<file path="config.mk">
export PLATFORM = sky130hd
export DESIGN_NAME = burst_stream_arbiter_flat
export DESIGN_NICKNAME = d
export VERILOG_FILES = /design/src/rtl/burst_arb_pkg.sv /design/src/rtl/burst_stream_arbiter_if.sv /design/src/rtl/rr_arbiter.sv /design/src/rtl/burst_stream_arbiter.sv /design/src/flat_wrapper.sv
export SDC_FILE = /design/constraint.sdc
export NUM_CORES = 1
export LEC_CHECK = 0
export ABC_AREA = 1
export BUFFER_PORTS_ARGS = -buffer_cell sky130_fd_sc_hd__buf_2
export CAP_MARGIN = 20
export CORE_MARGIN = 5
export CORE_UTILIZATION = 35
export CTS_CLUSTER_DIAMETER = 120
export DETAILED_ROUTE_END_ITERATION = 8
export SETUP_SLACK_MARGIN = 0.3
export SYNTH_ARGS = -nofsm -noshare
export SYNTH_HDL_FRONTEND = slang
export SYNTH_SLANG_ARGS = --single-unit
</file>
<file path="constraint.sdc">
create_clock -name clk -period 10.1 [get_ports clk]
set_clock_uncertainty 0.1 [all_clocks]
set_input_delay 2.02 -clock clk [delete_from_list [all_inputs] [get_ports clk]]
set_output_delay 2.02 -clock clk [all_outputs]
set_load 0.1 [all_outputs]
</file>
<file path="src/rtl/burst_arb_pkg.sv">
// Shared types and helpers for the burst stream arbiter.
// Imported by the arbiter top and its round-robin selector.
package burst_arb_pkg;

  typedef enum logic [1:0] {
    StIdle,
    StBurst,
    StDone
  } state_e;

  // Index width for a requester count; never collapses to zero bits.
  function automatic int unsigned idx_w(input int unsigned n);
    return (n > 1) ? $clog2(n) : 1;
  endfunction

endpackage

</file>
<file path="src/rtl/burst_stream_arbiter_if.sv">
// Requester and stream signals of the burst stream arbiter.
// The master modport is the arbiter's view; slave is the surrounding environment.
interface burst_stream_arbiter_if #(
  parameter int unsigned DATA_WIDTH = 32,
  parameter int unsigned ADDR_WIDTH = 32,
  parameter int unsigned LEN_WIDTH  = 16,
  parameter int unsigned NUM_REQ    = 4
);

  logic [NUM_REQ-1:0]            req;
  logic [NUM_REQ*ADDR_WIDTH-1:0] req_addr;
  logic [NUM_REQ*LEN_WIDTH-1:0]  req_len;
  logic [NUM_REQ-1:0]            gnt;
  logic [NUM_REQ-1:0]            done;
  logic                          valid_out;
  logic                          ready_in;
  logic [ADDR_WIDTH-1:0]         addr;
  logic [DATA_WIDTH-1:0]         data;
  logic                          last;

  modport master (
    input  req, req_addr, req_len, ready_in,
    output gnt, done, valid_out, addr, data, last
  );

  modport slave (
    output req, req_addr, req_len, ready_in,
    input  gnt, done, valid_out, addr, data, last
  );

endinterface

</file>
<file path="src/rtl/rr_arbiter.sv">
// Combinational round-robin selector: first set request at or after ptr, wrapping.
// The pointer register is owned by the caller.
module rr_arbiter
  import burst_arb_pkg::*;
#(
  parameter int unsigned NUM_REQ = 4
) (
  input  logic [NUM_REQ-1:0]          req,
  input  logic [idx_w(NUM_REQ)-1:0]   ptr,
  output logic [NUM_REQ-1:0]          win_oh,
  output logic [idx_w(NUM_REQ)-1:0]   win_idx
);

  localparam int unsigned IDX_W = idx_w(NUM_REQ);

  always_comb begin
    int unsigned k;
    logic        found;
    win_oh  = '0;
    win_idx = '0;
    found   = 1'b0;
    k       = 0;
    for (int unsigned i = 0; i < NUM_REQ; i++) begin
      k = (32'(ptr) + i) % NUM_REQ;
      if (!found && req[k]) begin
        found     = 1'b1;
        win_oh[k] = 1'b1;
        win_idx   = IDX_W'(k);
      end
    end
  end

endmodule

</file>
<file path="src/rtl/burst_stream_arbiter.sv">
// Shares one addr/data stream between NUM_REQ burst requesters using round-robin
// arbitration; every output is registered.
module burst_stream_arbiter
  import burst_arb_pkg::*;
#(
  parameter int unsigned DATA_WIDTH = 32,
  parameter int unsigned ADDR_WIDTH = 32,
  parameter int unsigned LEN_WIDTH  = 16,
  parameter int unsigned NUM_REQ    = 4
) (
  input  logic                   clk,
  input  logic                   sys_rst,
  burst_stream_arbiter_if.master bus,
  output logic                   busy
);

  localparam int unsigned IDX_W = idx_w(NUM_REQ);

  state_e                state_q;
  logic [IDX_W-1:0]      ptr_q;
  logic [IDX_W-1:0]      win_idx;
  logic [IDX_W-1:0]      ptr_nxt;
  logic [NUM_REQ-1:0]    win_oh;
  logic [ADDR_WIDTH-1:0] start_q;
  logic [ADDR_WIDTH-1:0] win_addr;
  logic [LEN_WIDTH-1:0]  len_q;
  logic [LEN_WIDTH-1:0]  win_len;
  logic [LEN_WIDTH-1:0]  beat_q;
  logic [LEN_WIDTH-1:0]  beat_nxt;
  logic [LEN_WIDTH-1:0]  len_m1;
  logic                  is_final;

  rr_arbiter #(
    .NUM_REQ (NUM_REQ)
  ) u_rr_arbiter (
    .req     (bus.req),
    .ptr     (ptr_q),
    .win_oh  (win_oh),
    .win_idx (win_idx)
  );

  always_comb begin
    win_addr = '0;
    win_len  = '0;
    for (int unsigned i = 0; i < NUM_REQ; i++) begin
      if (win_oh[i]) begin
        win_addr = bus.req_addr[i*ADDR_WIDTH +: ADDR_WIDTH];
        win_len  = bus.req_len[i*LEN_WIDTH +: LEN_WIDTH];
      end
    end
  end

  assign ptr_nxt  = (win_idx == IDX_W'(NUM_REQ - 1)) ? '0 : win_idx + IDX_W'(1);
  assign beat_nxt = beat_q + LEN_WIDTH'(1);
  assign len_m1   = len_q - LEN_WIDTH'(1);
  assign is_final = (beat_q == len_m1);

  always_ff @(posedge clk) begin
    if (sys_rst) begin
      state_q       <= StIdle;
      ptr_q         <= '0;
      start_q       <= '0;
      len_q         <= '0;
      beat_q        <= '0;
      bus.gnt       <= '0;
      bus.done      <= '0;
      bus.valid_out <= 1'b0;
      bus.addr      <= '0;
      bus.data      <= '0;
      bus.last      <= 1'b0;
      busy          <= 1'b0;
    end else begin
      unique case (state_q)
        StIdle: begin
          if (|bus.req) begin
            start_q <= win_addr;
            len_q   <= win_len;
            beat_q  <= '0;
            ptr_q   <= ptr_nxt;
            busy    <= 1'b1;
            if (win_len != '0) begin
              state_q       <= StBurst;
              bus.gnt       <= win_oh;
              bus.valid_out <= 1'b1;
              bus.addr      <= win_addr;
              bus.data      <= '0;
              bus.last      <= (win_len == LEN_WIDTH'(1));
            end else begin
              // Empty burst: report completion without issuing any beat.
              state_q  <= StDone;
              bus.done <= win_oh;
            end
          end
        end
        StBurst: begin
          if (bus.ready_in) begin
            if (is_final) begin
              state_q       <= StDone;
              bus.done      <= bus.gnt;
              bus.gnt       <= '0;
              bus.valid_out <= 1'b0;
              bus.addr      <= '0;
              bus.data      <= '0;
              bus.last      <= 1'b0;
            end else begin
              beat_q   <= beat_nxt;
              bus.addr <= start_q + ADDR_WIDTH'(beat_nxt);
              bus.data <= DATA_WIDTH'(beat_nxt);
              bus.last <= (beat_nxt == len_m1);
            end
          end
        end
        StDone: begin
          state_q  <= StIdle;
          bus.done <= '0;
          busy     <= 1'b0;
        end
        default: state_q <= StIdle;
      endcase
    end
  end

endmodule
</file>
<file path="src/flat_wrapper.sv">
// flat-port wrapper written by rule: the top's interface ports become plain ports
module burst_stream_arbiter_flat import burst_arb_pkg::*;
#(
  parameter int unsigned DATA_WIDTH = 32,
  parameter int unsigned ADDR_WIDTH = 32,
  parameter int unsigned LEN_WIDTH  = 16,
  parameter int unsigned NUM_REQ    = 4
)
  (clk, sys_rst, busy, bus_req, bus_req_addr, bus_req_len, bus_ready_in, bus_gnt, bus_done, bus_valid_out, bus_addr, bus_data, bus_last);
  burst_stream_arbiter_if #(.DATA_WIDTH(DATA_WIDTH), .ADDR_WIDTH(ADDR_WIDTH), .LEN_WIDTH(LEN_WIDTH), .NUM_REQ(NUM_REQ)) bus_i ();
  input  logic clk;
  input  logic sys_rst;
  output logic busy;
  input wire logic [$bits(bus_i.req)-1:0] bus_req;
  input wire logic [$bits(bus_i.req_addr)-1:0] bus_req_addr;
  input wire logic [$bits(bus_i.req_len)-1:0] bus_req_len;
  input wire logic [$bits(bus_i.ready_in)-1:0] bus_ready_in;
  output wire logic [$bits(bus_i.gnt)-1:0] bus_gnt;
  output wire logic [$bits(bus_i.done)-1:0] bus_done;
  output wire logic [$bits(bus_i.valid_out)-1:0] bus_valid_out;
  output wire logic [$bits(bus_i.addr)-1:0] bus_addr;
  output wire logic [$bits(bus_i.data)-1:0] bus_data;
  output wire logic [$bits(bus_i.last)-1:0] bus_last;
  assign bus_i.req = bus_req;
  assign bus_i.req_addr = bus_req_addr;
  assign bus_i.req_len = bus_req_len;
  assign bus_i.ready_in = bus_ready_in;
  assign bus_gnt = bus_i.gnt;
  assign bus_done = bus_i.done;
  assign bus_valid_out = bus_i.valid_out;
  assign bus_addr = bus_i.addr;
  assign bus_data = bus_i.data;
  assign bus_last = bus_i.last;
  burst_stream_arbiter #(.DATA_WIDTH(DATA_WIDTH), .ADDR_WIDTH(ADDR_WIDTH), .LEN_WIDTH(LEN_WIDTH), .NUM_REQ(NUM_REQ)) u_core (.clk(clk), .sys_rst(sys_rst), .bus(bus_i), .busy(busy));
endmodule
</file>
## Word-level counts from Yosys, hierarchy flattened

Index checks and enable logic that the tools add are counted.
Widths: inputs -> output; s select.

- Register bits: 143
- Latch bits: 0
- RAM bits: 0
- Memory bits (read-only): 0
- Input bits: 199
- Word-level logic and storage cells: 142
- Memories: 0

- Add/sub/neg operators: 7
- $mul: 0
- Div/mod/pow operators: 0
- Order comparisons: 8
- Equal/unequal tests: 12
- Shift operators: 0
- Multiplexer cells: 77
- Bitwise gates (word level): 3
- Reduce and logical (&&, ||, !) cells: 23

Operators with widths:

| cell | count |
|---|---|
| $mux 32 | 11 |
| $mux 16 | 8 |
| $pmux 32 s2 | 2 |
| $mux 4 | 12 |
| $add 32x16->32 | 1 |
| $eq 16x16->1 | 2 |
| $pmux 16 s2 | 1 |
| $mux 1 | 20 |
| $mux 2 | 9 |
| $add 16x1->16 const B | 1 |
| $eq 16x1->1 const B | 1 |
| $reduce_bool 16->1 | 1 |
| $sub 16x1->16 const B | 1 |
| $lt 2x3->1 const B | 4 |
| $or 4x4->4 | 3 |
| $pmux 4 s3 | 1 |
| $reduce_and 5->1 | 2 |
| $bmux 1 s2 | 4 |
| $demux 1 s2 | 4 |
| $ge 2x1->1 const B | 4 |
| $pmux 4 s2 | 1 |
| $reduce_and 4->1 | 2 |
| $logic_and 1x1->1 | 7 |
| $ne 2x1->1 const B | 3 |
| other kinds (14) | 25 |

## Longest topological paths before layout

- Word-level depth: 20
- Gate-level depth with buffers: 25
- Depth with buffers taken out: 24

## By module

From an unflattened synthesis, not the netlist that was laid out.

- Cells, all modules: 1693
- Area total of the unflattened synthesis: 10264.8 µm²

By module, submodules not included:

| module | times used | cells an instance | area an instance (µm²) |
|---|---|---|---|
| burst_stream_arbiter | 1 | 1611 | 9749.4 |
| rr_arbiter | 1 | 82 | 515.5 |

## Worst setup path after synthesis

Ideal clock, no wire load.

- Kind: input-to-reg
- From: input port bus_req[3]
- To: register u_core.bus.data[0]
- Setup time: 0.117 ns
- Arrival time: 4.068 ns
- Data required time: 9.883 ns
- Path slack: 5.815 ns
- Stages: 21
- Cells stage by stage: inv_1 -> nand2_1 -> nand3_2 -> nand2_4 -> nor2_2 -> a21oi_2 -> nand3_4 -> buf_6 -> a21oi_1 -> nand2_1 -> nand2_1 -> nand2_1 -> nor2_1 -> nand2_1 -> nor2_4 -> nand3_4 -> nand2_8 -> inv_4 -> buf_6 -> nor2_1 -> nor2_1

- Longest elaborated chain between the ends: 19
- Elaborated cells between the ends (all ways): 33
- Those cells by class: 2 x eq/ne; 19 x mux; 3 x bitwise; 9 x reduce/logical

RTL lines:

| what | line | source |
|---|---|---|
| start, declared | flat_wrapper.sv:14 | `input wire logic [$bits(bus_i.req)-1:0] bus_req;` |
| $bmux 1 s2 | rr_arbiter.sv:25 | `if (!found && req[k]) begin` |
| $mux 1 (not written as such) | rr_arbiter.sv:25 |  |
| $mux 1 | rr_arbiter.sv:25 |  |
| $logic_not 1->1 | rr_arbiter.sv:25 |  |
| $logic_and 1x1->1 | rr_arbiter.sv:25 |  |
| $mux 1 | rr_arbiter.sv:25 |  |
| $logic_not 1->1 | rr_arbiter.sv:25 |  |
| $logic_and 1x1->1 | rr_arbiter.sv:25 |  |
| $mux 1 | rr_arbiter.sv:25 |  |
| $logic_not 1->1 | rr_arbiter.sv:25 |  |
| $logic_and 1x1->1 | rr_arbiter.sv:25 |  |
| $mux 4 | rr_arbiter.sv:25 |  |
| $mux 16 (4 in series) | burst_stream_arbiter.sv:46 | `if (win_oh[i]) begin` |
| $reduce_bool 16->1 | burst_stream_arbiter.sv:81 | `if (win_len != '0) begin` |
| $ne 2x1->1 (no source line) | n/a |  |
| $reduce_and 4->1 (no source line) * | n/a |  |
| end signal, assigned | burst_stream_arbiter.sv:108 | `bus.data <= DATA_WIDTH'(beat_nxt);` |
| end, declared | burst_stream_arbiter_if.sv:23 | `output gnt, done, valid_out, addr, data, last` |

Every way passes the cells marked *; elsewhere a longest branch is shown, timed or not. The select of a mux whose other input is x is not followed.
A chain may end at the register's enable or synchronous reset.

## Worst setup path in the final report

- From: input port bus_req[3]
- To: register u_core.bus.addr[28]

- Longest elaborated chain between the ends: 19
- Elaborated cells between the ends (all ways): 40
- Those cells by class: 2 x eq/ne; 26 x mux; 3 x bitwise; 9 x reduce/logical

RTL lines:

| what | line | source |
|---|---|---|
| $bmux 1 s2 | rr_arbiter.sv:25 |  |
| $mux 1 (not written as such) | rr_arbiter.sv:25 |  |
| $mux 1 | rr_arbiter.sv:25 |  |
| $logic_not 1->1 | rr_arbiter.sv:25 |  |
| $logic_and 1x1->1 | rr_arbiter.sv:25 |  |
| $mux 1 | rr_arbiter.sv:25 |  |
| $logic_not 1->1 | rr_arbiter.sv:25 |  |
| $logic_and 1x1->1 | rr_arbiter.sv:25 |  |
| $mux 1 | rr_arbiter.sv:25 |  |
| $logic_not 1->1 | rr_arbiter.sv:25 |  |
| $logic_and 1x1->1 | rr_arbiter.sv:25 |  |
| $mux 4 | rr_arbiter.sv:25 |  |
| $mux 16 or $mux 32 (tied branches) (4 in series) | burst_stream_arbiter.sv:46 |  |
| $reduce_bool 16->1 or $mux 32 (tied branches) | burst_stream_arbiter.sv:81 |  |
| $ne 2x1->1 (no source line) or $mux 32 (tied branches) | n/a |  |
| $reduce_and 4->1 (no source line) or $pmux 32 s2 (tied branches) | n/a |  |
| end signal, assigned | burst_stream_arbiter.sv:85 | `bus.addr <= win_addr;` |
| end signal, assigned | burst_stream_arbiter.sv:107 | `bus.addr <= start_q + ADDR_WIDTH'(beat_nxt);` |
| end, declared | burst_stream_arbiter_if.sv:23 |  |

Several ways; a longest one is shown, not always the timed one. The select of a mux whose other input is x is not followed.

==> results_dict.tcl <==
set metrics [dict create \
    clock_sinks 127 \
    worstPathMaxFanout 62 \
    finalSetupViolCount 0 \
    synthDominantCellAreaShare_pct 25.9 \
    yosysSeqAreaShare_pct 25.9 \
    ys.flop_type "dfxtp_1" \
    numCtsBuffers 17 \
    wl_per_cell_um 17.1 \
    portBuffers 257 \
    initial_core_util_pct 35.4 \
    ys_types 51 \
    clk_latency_ps 440 \
    cp-end-kind "register" \
    net-switching-power_w 0.00308 \
    pwr-share-comb_pct 71.4 \
    syn_inst 1563 \
    crit_required_ps 10290 \
    cp-start-kind "primary input" \
    r2r_slack_ps 4930 \
    criticalPathCategory "in -> reg" \
    diodes 0 \
    setup-tns-final_ps 0 \
    drt_first_pass_iters 5 \
    ioPinCount 274 \
    hold_buffers 0 \
    grt_pass1_wl_mm 56.5 \
    grt_max_degree 72 \
    slew_viol_final 0 \
    drc 0 \
    hpwlAfterDp_mm 28.6 \
    min-delay-path-class "reg -> reg" \
    routed_wl_mm 37.0 \
    synthAdderAreaFrac_pct 3.90 \
    grt_pass1_vias 10269 \
    period_share_pct 55.6 \
    fin_crit_ps 5610 \
    r2r_end "u_core.bus.addr[28]" \
    power_w 0.00515 \
    syn_area_per_cell_um2 6.28 \
    grt_antenna_before_repair 0 \
    fmax_mhz 178 \
    die_x_um 177 \
    ys.warnings.count 0 \
    drive_gt1_share_pct 21.2 \
    area_growth_pct 20.9 \
    clk_pin_slew_ps 60 \
    min-delay-start "u_core.bus.valid_out" \
    yosys.area_share.simple_pct 29.8 \
    critPathArrivalTime_ps 5800 \
    layout.cells.non_filler 2158 \
    core-area_um2 27700 \
    synth_edf_count 0 \
    finalNetCount 1996 \
    ctsHtreeMaxLevel 4 \
    internal_power_w 0.00207 \
    gr-total-overflow 0 \
    row_count 61 \
    cts_root_buf "clkbuf_16" \
    async_flop_share_pct 0 \
    hold_end "u_core.bus.valid_out" \
    status "finished clean" \
    drt_iter0_markers 797 \
    synth_area_um2 9810 \
    yosysMostFrequentCell "nand2_1" \
    synth_top_cells_by_area "dfxtp_1 (26%), nand2_1 (13%), a21oi_1 (8.0%), o21ai_0 (7.7%), inv_1 (6.6%)" \
    seqPwrFrac_pct 15.5 \
    r2r_cells 22 \
    ant_nets 0 \
    cts_tree "yes" \
    tightestPinTransition_ps 1060 \
    cap_violations 0 \
    slew_headroom_pct 29.5 \
    powerDensity_nw_per_um2 434 \
    cts_setup_buffers 0 \
    ir_worst_vdd_mv 0.256 \
    cts_resized 0 \
    dp.cells 2125 \
    synth_area_leader_cell "dfxtp_1" \
    synth_xor_area_share_pct 4.82 \
    globalRouteTotalUtil_pct 22.8 \
    die_area_um2 31500 \
    synth_compound_gate_area_share_pct 23.1 \
    avgViaCountPerCell 5.10 \
    synth_top_family_by_area "simple AND/OR/NAND/NOR gates" \
    swShare_pct 59.9 \
    fp.dieH_um 177 \
    ys_ff_latch 127 \
    num_vias 11013 \
    cts_buffer_depth 2 \
    rsz0062_at_grt "no" \
    synth_common_cells "nand2_1 (348), inv_1 (173), a21oi_1 (157)" \
    muxShareOfSynthArea_pct 0 \
    gp_congestion 0.913 \
    clkPwrFrac_pct 13.1 \
    holdPathStages 2 \
    p_leak_nw 5.74 \
    final-hold-violation-count 0 \
]
[per-layer routing]
metal | part of all wire (%) | vias to the layer above | global-route usage, %
met2 | 43 | 443 | 34.0
met3 | 8.7 | 33 | 5.13
met5 | 0 | - | 0
met1 | 47 | 5013 | 33.1
li1 | - | 5524 | -
met4 | 1.9 | 0 | 6.32
[logic make-up (layout without fill, tap and decap cells)]
kind of cell,count (synthesis),after routing
xor gates and xnor gates,54,54
AOI/OAI and AO/OA,409,409
adders and majority gates,30,30
and+or+nand+nor,662,662
buffers and inverters,280,482
other,1,16
DFF,127,127
[sequential cells by signal, summed over array words and instances, names as in the netlist, 2 cells and up, named ones only]
name,cells
u_core.len_q,16
u_core.state_q,2
u_core.bus.done,4
u_core.start_q,32
u_core.bus.addr,32
u_core.bus.data,16
u_core.beat_q,16
u_core.bus.gnt,4
[cells in the final DEF (no fill, tap or decap), types with 20 or more instances in the layout]
cell type	instances
o21ai_0	151
o21ai_1	20
nor2_1	125
nand3_1	78
nand4_1	23
xor2_1	39
inv_1	173
nand2_1	347
nand2_2	20
a21oi_1	156
o211ai_1	22
ha_1	29
dfxtp_1	127
buf_2	257
[worst max-delay path by stage]
stage	to	cells after the start	slack, ps	from
3_5_place_dp	u_core.bus.addr[28]	22	4010	bus_req[3]
4_1_cts	u_core.bus.addr[28]	22	4470	bus_req[3]
5_1_grt	u_core.bus.addr[12]	21	4030	bus_req[3]
3_3_place_gp	u_core.bus.addr[28]	22	4070	bus_req[3]
6_report	u_core.bus.addr[28]	22	4490	bus_req[3]
2_1_floorplan	u_core.bus.data[0]	21	5820	bus_req[3]
[worst max-delay path, cell delays in order]
cell,delay (ps)
buf_2,110
inv_1,50
nand2_1,60
nand3_2,140
nand2_4,160
nor2_2,90
a21oi_2,170
nand3_4,570
inv_4,610
nand2_1,100
nand2_1,80
nand2_1,50
nand2_1,80
nand2_1,60
clkinv_1,40
nand2_1,90
nor2_4,180
nand3_4,240
nand2_8,390
inv_4,240
nand2_1,150
a21oi_2,60
[metrics by stage]
stage / util [%] / instance area [um2] / setup WS [ps] / hold WS (ps)
after floorplan: - / 9870 / 5820 / 353
after global placement: 40.3 / 11200 / 4070 / 352
after detailed placement: 40.4 / 11200 / 4010 / 355
after CTS: 42.7 / 11800 / 4470 / 364
after global routing: 42.8 / 11900 / 4030 / 385
final: 42.8 / 11900 / 4490 / 362
[power groups by stage]
stage	Combinational [W]	Sequential, W	Clock, W
floorplan	0.00223	0.00132	0
global placement	0.00360	0.000806	0
detailed placement	0.00363	0.000806	0
CTS	0.00364	0.000798	0.000683
global route	0.00405	0.000821	0.000706
finish	0.00368	0.000798	0.000673
[cell type report]
class | instances | area, um2
clock inverter | 12 | 185
multi-input combinational | 1171 | 6120
clock buffer | 20 | 447
fill | 3003 | 15800
inverter | 183 | 692
sequential | 127 | 2540
tap | 378 | 473
timing repair buffer | 267 | 1400
Note: power is estimated with default switching activity, not from simulation.
